$ cat config.mk
export PLATFORM = sky130hd
export DESIGN_NAME = fp_normalize_round
export DESIGN_NICKNAME = d
export VERILOG_FILES = /design/src/rtl/fp_normalize_round_pkg.sv /design/src/rtl/fp_round_rne.sv /design/src/rtl/fp_normalize_round.sv
export SDC_FILE = /design/constraint.sdc
export NUM_CORES = 1
export LEC_CHECK = 0
export CORE_MARGIN = 3
export CORE_UTILIZATION = 61
export CTS_CLUSTER_SIZE = 8
export DETAILED_ROUTE_END_ITERATION = 6
export GPL_TIMING_DRIVEN = 1
export PLACE_DENSITY = 0.87
export SLEW_MARGIN = 20
export SYNTH_ARGS = -nofsm -noshare
export SYNTH_HDL_FRONTEND = slang
export SYNTH_SLANG_ARGS = --single-unit
$ cat constraint.sdc
create_clock -name clk -period 6.5 [get_ports clk]
set_input_delay 0.975 -clock clk [delete_from_list [all_inputs] [get_ports clk]]
set_output_delay 0.975 -clock clk [all_outputs]
set_load 0.01 [all_outputs]
$ cat src/rtl/fp_normalize_round_pkg.sv
// Shared floating-point field definitions for the adder/subtractor datapath.
// Latency: n/a (types and constants only).
// Backpressure: n/a.
package fp_normalize_round_pkg;

    // Single-precision field widths used across the FP datapath.
    localparam int unsigned FP_SIZE_MANTISSA = 23;
    localparam int unsigned FP_SIZE_EXPONENT = 8;

    // Biased exponent value reserved for infinity/NaN at a given exponent width.
    function automatic int unsigned fp_exp_all_ones(input int unsigned size_exponent);
        return (32'd1 << size_exponent) - 32'd1;
    endfunction

endpackage

$ cat src/rtl/fp_round_rne.sv
// Round-to-nearest-even increment on a significand with guard and sticky bits.
// Latency: combinational.
// Backpressure: none; follows whatever stage instantiates it.
module fp_round_rne #(
    parameter int unsigned Width = 24
) (
    input  logic [Width-1:0] sig_i,
    input  logic             guard_i,
    input  logic             sticky_i,
    output logic [Width-1:0] sig_o,
    output logic             carry_o,
    output logic             inexact_o
);

    logic             round_up;
    logic [Width:0]   sum;

    // Ties go to the even significand: only round up on a tie when the LSB is odd.
    assign round_up  = guard_i & (sticky_i | sig_i[0]);
    assign sum       = {1'b0, sig_i} + {{Width{1'b0}}, round_up};
    assign sig_o     = sum[Width-1:0];
    assign carry_o   = sum[Width];
    assign inexact_o = guard_i | sticky_i;

endmodule

$ cat src/rtl/fp_normalize_round.sv
// Normalizes an unpacked FP result and RNE-rounds it into packed {sign, exponent, fraction} plus flags.
// Latency: 2 cycles (stage 1 normalize, stage 2 round/pack), one result per cycle.
// Backpressure: ready_o = ~valid_o | ready_i; a stalled output freezes both stages.
module fp_normalize_round
    import fp_normalize_round_pkg::*;
#(
    parameter int unsigned SizeMantissa = FP_SIZE_MANTISSA,
    parameter int unsigned SizeExponent = FP_SIZE_EXPONENT
) (
    input  logic                                clk,
    input  logic                                rst_n,
    input  logic                                valid_i,
    output logic                                ready_o,
    input  logic                                sign_i,
    input  logic [SizeExponent-1:0]             exponent_i,
    input  logic [SizeMantissa+2:0]             mantissa_i,
    input  logic                                sticky_i,
    input  logic [$clog2(SizeMantissa+3)-1:0]   leading_zeros_i,
    output logic                                valid_o,
    input  logic                                ready_i,
    output logic [SizeExponent+SizeMantissa:0]  result_o,
    output logic                                overflow_o,
    output logic                                underflow_o,
    output logic                                inexact_o
);

    localparam int unsigned MantW = SizeMantissa + 3;
    // Two spare bits so exponent+carry+round never wraps before the overflow compare.
    localparam int unsigned ExpW  = SizeExponent + 2;
    localparam logic [ExpW-1:0] ExpOne     = ExpW'(1);
    localparam logic [ExpW-1:0] ExpAllOnes = ExpW'(fp_exp_all_ones(SizeExponent));

    // ---------------- Stage 1: normalize ----------------
    logic [ExpW-1:0]  exp_ext;
    logic [ExpW-1:0]  lz_ext;
    logic [ExpW-1:0]  lz_m1;
    logic [ExpW-1:0]  exp_m1;
    logic [ExpW-1:0]  shift_amt;
    logic [MantW-2:0] s1_mant_d;
    logic [MantW-2:0] s1_mant_q;
    logic [ExpW-1:0]  s1_exp_d;
    logic [ExpW-1:0]  s1_exp_q;
    logic             s1_sticky_d;
    logic             s1_sticky_q;
    logic             s1_zero_d;
    logic             s1_zero_q;
    logic             s1_sign_q;
    logic             s1_vld_q;

    // Carry set: shift right one place. Otherwise shift left, but never below exponent 1,
    // so values too small to reach the hidden bit land as subnormals.
    always_comb begin
        exp_ext     = {2'b00, exponent_i};
        lz_ext      = ExpW'(leading_zeros_i);
        lz_m1       = (lz_ext == '0) ? '0 : lz_ext - ExpOne;
        exp_m1      = (exp_ext == '0) ? '0 : exp_ext - ExpOne;
        shift_amt   = '0;
        s1_mant_d   = mantissa_i[MantW-1:1];
        s1_exp_d    = exp_ext + ExpOne;
        s1_sticky_d = sticky_i | mantissa_i[0];
        s1_zero_d   = (mantissa_i == '0);
        if (!mantissa_i[MantW-1]) begin
            shift_amt   = (lz_m1 < exp_m1) ? lz_m1 : exp_m1;
            s1_mant_d   = mantissa_i[MantW-2:0] << shift_amt;
            s1_exp_d    = exp_ext - shift_amt;
            s1_sticky_d = sticky_i;
        end
    end

    // Stage 1 register: advances with the pipeline, data captured only for valid input.
    always_ff @(posedge clk or negedge rst_n) begin
        if (!rst_n) begin
            s1_vld_q    <= 1'b0;
            s1_sign_q   <= 1'b0;
            s1_exp_q    <= '0;
            s1_mant_q   <= '0;
            s1_sticky_q <= 1'b0;
            s1_zero_q   <= 1'b0;
        end else if (ready_o) begin
            s1_vld_q <= valid_i;
            if (valid_i) begin
                s1_sign_q   <= sign_i;
                s1_exp_q    <= s1_exp_d;
                s1_mant_q   <= s1_mant_d;
                s1_sticky_q <= s1_sticky_d;
                s1_zero_q   <= s1_zero_d;
            end
        end
    end

    // ---------------- Stage 2: round and pack ----------------
    logic [SizeMantissa:0]              sig;
    logic [SizeMantissa:0]              sig_rnd;
    logic                               rnd_carry;
    logic                               rnd_inexact;
    logic [ExpW-1:0]                    exp_final;
    logic [SizeMantissa-1:0]            frac_final;
    logic [SizeExponent+SizeMantissa:0] result_d;
    logic [SizeExponent+SizeMantissa:0] result_q;
    logic                               ovf_d;
    logic                               unf_d;
    logic                               inx_d;
    logic                               ovf_q;
    logic                               unf_q;
    logic                               inx_q;
    logic                               valid_q;

    // Significand is hidden bit plus fraction; bit 0 of the stage register is the guard.
    assign sig = s1_mant_q[MantW-2:1];

    fp_round_rne #(
        .Width (SizeMantissa + 1)
    ) u_round (
        .sig_i     (sig),
        .guard_i   (s1_mant_q[0]),
        .sticky_i  (s1_sticky_q),
        .sig_o     (sig_rnd),
        .carry_o   (rnd_carry),
        .inexact_o (rnd_inexact)
    );

    // Fold rounding carry into the exponent, encode subnormals, then apply zero/overflow overrides.
    always_comb begin
        exp_final  = s1_exp_q;
        frac_final = sig_rnd[SizeMantissa-1:0];
        if (rnd_carry) begin
            exp_final  = s1_exp_q + ExpOne;
            frac_final = '0;
        end else if (!sig_rnd[SizeMantissa]) begin
            exp_final = '0;
        end
        result_d = {s1_sign_q, exp_final[SizeExponent-1:0], frac_final};
        ovf_d    = 1'b0;
        inx_d    = rnd_inexact;
        // Tiny means the hidden bit was still clear after normalization, before rounding.
        unf_d    = rnd_inexact & ~sig[SizeMantissa];
        if (s1_zero_q) begin
            result_d = {s1_sign_q, {(SizeExponent + SizeMantissa){1'b0}}};
            inx_d    = 1'b0;
            unf_d    = 1'b0;
        end else if (exp_final >= ExpAllOnes) begin
            result_d = {s1_sign_q, ExpAllOnes[SizeExponent-1:0], {SizeMantissa{1'b0}}};
            ovf_d    = 1'b1;
            inx_d    = 1'b1;
            unf_d    = 1'b0;
        end
    end

    // Output register: holds result and flags while downstream stalls.
    always_ff @(posedge clk or negedge rst_n) begin
        if (!rst_n) begin
            valid_q  <= 1'b0;
            result_q <= '0;
            ovf_q    <= 1'b0;
            unf_q    <= 1'b0;
            inx_q    <= 1'b0;
        end else if (ready_o) begin
            valid_q <= s1_vld_q;
            if (s1_vld_q) begin
                result_q <= result_d;
                ovf_q    <= ovf_d;
                unf_q    <= unf_d;
                inx_q    <= inx_d;
            end
        end
    end

    assign ready_o     = ~valid_q | ready_i;
    assign valid_o     = valid_q;
    assign result_o    = result_q;
    assign overflow_o  = ovf_q;
    assign underflow_o = unf_q;
    assign inexact_o   = inx_q;

endmodule

==> flow_summary.yaml <==
outcome:
  status: "complete, no violations"
global_route:
  grt_overflow_total: 0
  grt_pass1_vias: 6316
  grt_antenna_before_repair: 0
  gr-usage-all-layers_pct: 34.82
  grt_max_degree: 76
  grt_pass1_wl_um: 32190
setup_path:
  worstSetupStartpointType: "input pin"
  path_max_fanout: 7
  critPathKind: "in2reg"
  regToRegEndpoint: "result_o[2]"
  worst-r2r-setup-slack_ps: 2310
  end_kind: "flop"
  arrival_ps: 6280
  r2r.worst_path.cells: 12
  r2r-start: "s1_sticky_q"
  required_ps: 6740
logic_synthesis:
  synth_top_area_cell: "dfrtp_1"
  synth_warnings: 0
  seq_area_frac_synth_pct: 29.84
  synth_flop_cell: "dfrtp_1"
  ys_types: 86
  syn_nets: 827
  synth_cells: 762
  synth_area_leaders: "dfrtp_1 30%, nand2_1 6.2%, ha_1 4.0%"
  ys_ff_latch: 75
  synth_edf_count: 0
  synth_area_um2: 6289
  syn_avg_cell_area_um2: 8.253
  synthArstFlopShare_pct: 100.0
  synth.top_cell.area_share_pct: 29.84
clocking:
  ctsResizeCount: 0
  cts_sinks: 75
  clk_latency_ps: 350
  cts_hold_buf: 0
  cts_setup_buffers: 0
  htree_levels: 3
  cts_tree: "yes"
  numCtsBuffers: 9
  clkTransAtPathRegs_ps: 70
  root_buffer: "clkbuf_8"
  clock_path_buffers: 2
sta:
  fin_crit_ps: 6032
  finalHoldViolations: 0
  setup_viol: 0
  rsz0062_at_grt: "no"
  final_max_slew_viol_count: 0
  fin_skew_ps: 7.088
  fin_setup_tns_ps: 0
  worst_slew_pin_slew_ps: 977.4
  worst_slew_margin_rel_pct: 34.84
  fmax_ghz: 0.1658
  fin_crit_sh_pct: 92.81
pwr:
  leakage_nw: 2.996
  p_total_mw: 1.858
  ir_drop_uv: 176.9
  p_per_area_nw_per_um2: 251.8
final_layout:
  drive_gt1_share_pct: 9.341
  fillers: 707
  area_growth_syn_to_layout_pct: 17.29
  nets: 896
placement:
  place_hpwl_um: 15370
  port-buffer-count: 81
  gp_congestion: 0.9683
drt:
  drtPass1Iterations: 5
  drc_errors: 0
  num_vias: 6607
  postRouteWirelength_um: 20090
  drt_iter0_drc: 850
  avgViaCountPerCell: 6.818
  drt.antenna.violating_nets: 0
  avgRoutedWirePerCell_um: 20.74
floorplanning:
  start_util_pct: 63.46
  die-area_um2: 11560
  fp-row-count: 36
  core_um2: 9910
  die_x_um: 107.5
  die_height_um: 107.5
  pin_count: 82
hold_path:
  hold_path.class: "reg2reg"
  hold_depth: 2
  worstHoldStart: "s1_sign_q"
  hold_end: "s1_sign_q"
run:
  maxCapViolations: 0
-- layout by cell type, fill, tap and decap left out, types with 11 or more instances in the layout --
cell type,synthesis,routed
a21oi_1,47,47
a31oi_1,11,11
and3_1,18,18
buf_4,3,19
clkdlybuf4s50_1,0,79
dfrtp_1,75,75
ha_1,20,20
inv_1,18,18
mux2_2,11,11
mux2i_1,24,24
nand2_1,104,104
nand3_1,29,29
nor2_1,54,53
nor3_1,16,16
o21ai_0,36,36
o21ai_1,28,28
o22ai_1,13,13
o31ai_1,12,12
xnor2_1,19,19
xor2_1,20,20
-- routing by layer --
layer / wire (um) / track usage (%)
met1: 8111 / 47.38
met2: 9331 / 55.33
met3: 1969 / 5.459
met4: 681 / 14.34
met5: 0 / 0
-- metrics by stage --
stage	hold slack (ps)	cells	setup slack (ps)	instance area (um^2)	utilization, %
finish	476.5	969	467.5	7376	74.43
global route	504.2	968	99.82	7373	74.41
CTS	481.6	968	436.3	7375	74.42
detailed placement	463.9	953	123.0	7199	72.65
global placement	448.7	953	309.9	7199	72.65
floorplan	436.5	762	814.4	6289	-
-- where the power goes --
part	switching, mW	leakage [nW]	internal [mW]
Clock	0.161	0.0902	0.174
Combinational	0.443	1.97	0.378
Sequential	0.114	0.934	0.587
Total	0.718	3.00	1.14
-- flip-flops by register name, indices dropped and copies added, names as in the netlist --
name	flops
valid_o	1
underflow_o	1
overflow_o	1
inexact_o	1
s1_exp_q	10
s1_zero_q	1
s1_sign_q	1
s1_vld_q	1
result_o	32
s1_mant_q	25
s1_sticky_q	1
-- critical path: stages --
cell and delay [ps]:
clkdlybuf4s50_1 540, or4_4 610, or3_1 360, nor2_1 130, mux2i_1 250, ha_1 300, a21o_1 200, a2111oi_0 560
nand2_1 260, nand2_1 160, ha_1 200, inv_1 50, ha_1 170, inv_1 50, o31ai_1 140, o2111ai_1 300
a31oi_1 130, a2111oi_1 470, xor2_1 140, a221oi_1 290
-- cells by family after synthesis --
family,synth area share (%)
AND/OR/NAND/NOR,22.98
adder cells (fa/ha/maj),4.138
AO/OA/AOI/OAI,27.02
other,0.05963
buffers and inverters,4.377
XOR/XNOR,5.432
flip-flops,29.84
multiplexers,6.148
-- cell type report --
cell class,count,area [um^2],share of cell area [%]
repair buffers,100,943.4,12.79
flip-flops and latches,75,1877,25.45
inverters,19,71.32,0.9669
multi-input cells,626,4140,56.13
diodes,1,2.502,0.03393
clock inverters,3,40.04,0.5428
clock buffers,12,135.1,1.832
well taps,133,166.4,2.256
-- Yosys cell counts, types with 5 or more instances --
| master | number |
|---|---|
| o31ai_1 | 12 |
| nor4_1 | 10 |
| nor2_1 | 54 |
| o22a_1 | 6 |
| ha_1 | 20 |
| inv_1 | 18 |
| dfrtp_1 | 75 |
| and3_1 | 18 |
| nand2b_1 | 5 |
| mux2i_1 | 24 |
| xnor2_1 | 19 |
| o211ai_1 | 7 |
| o221ai_1 | 5 |
| mux2_2 | 11 |
| or3_1 | 5 |
| nand3_1 | 29 |
| nor3_1 | 16 |
| a21oi_1 | 47 |
| nand4_1 | 9 |
| o21ai_0 | 36 |
| o21a_1 | 7 |
| nand2_1 | 104 |
| buf_2 | 10 |
| o21ai_1 | 28 |
| a221oi_1 | 8 |
| clkbuf_1 | 25 |
| a31oi_1 | 11 |
| o22ai_1 | 13 |
| and2_1 | 8 |
| xor2_1 | 20 |
| a22o_1 | 6 |
-- worst max path at each step --
stage	start	to	slack, ps
final	exponent_i[1]	s1_exp_q[8]	470
after global routing	exponent_i[1]	s1_exp_q[8]	100
after CTS	exponent_i[1]	s1_exp_q[8]	440
after detailed placement	exponent_i[1]	s1_exp_q[8]	120
after global placement	exponent_i[1]	s1_exp_q[8]	310
after floorplan	exponent_i[0]	s1_exp_q[8]	810
Note: power is estimated with default switching activity, not from simulation.
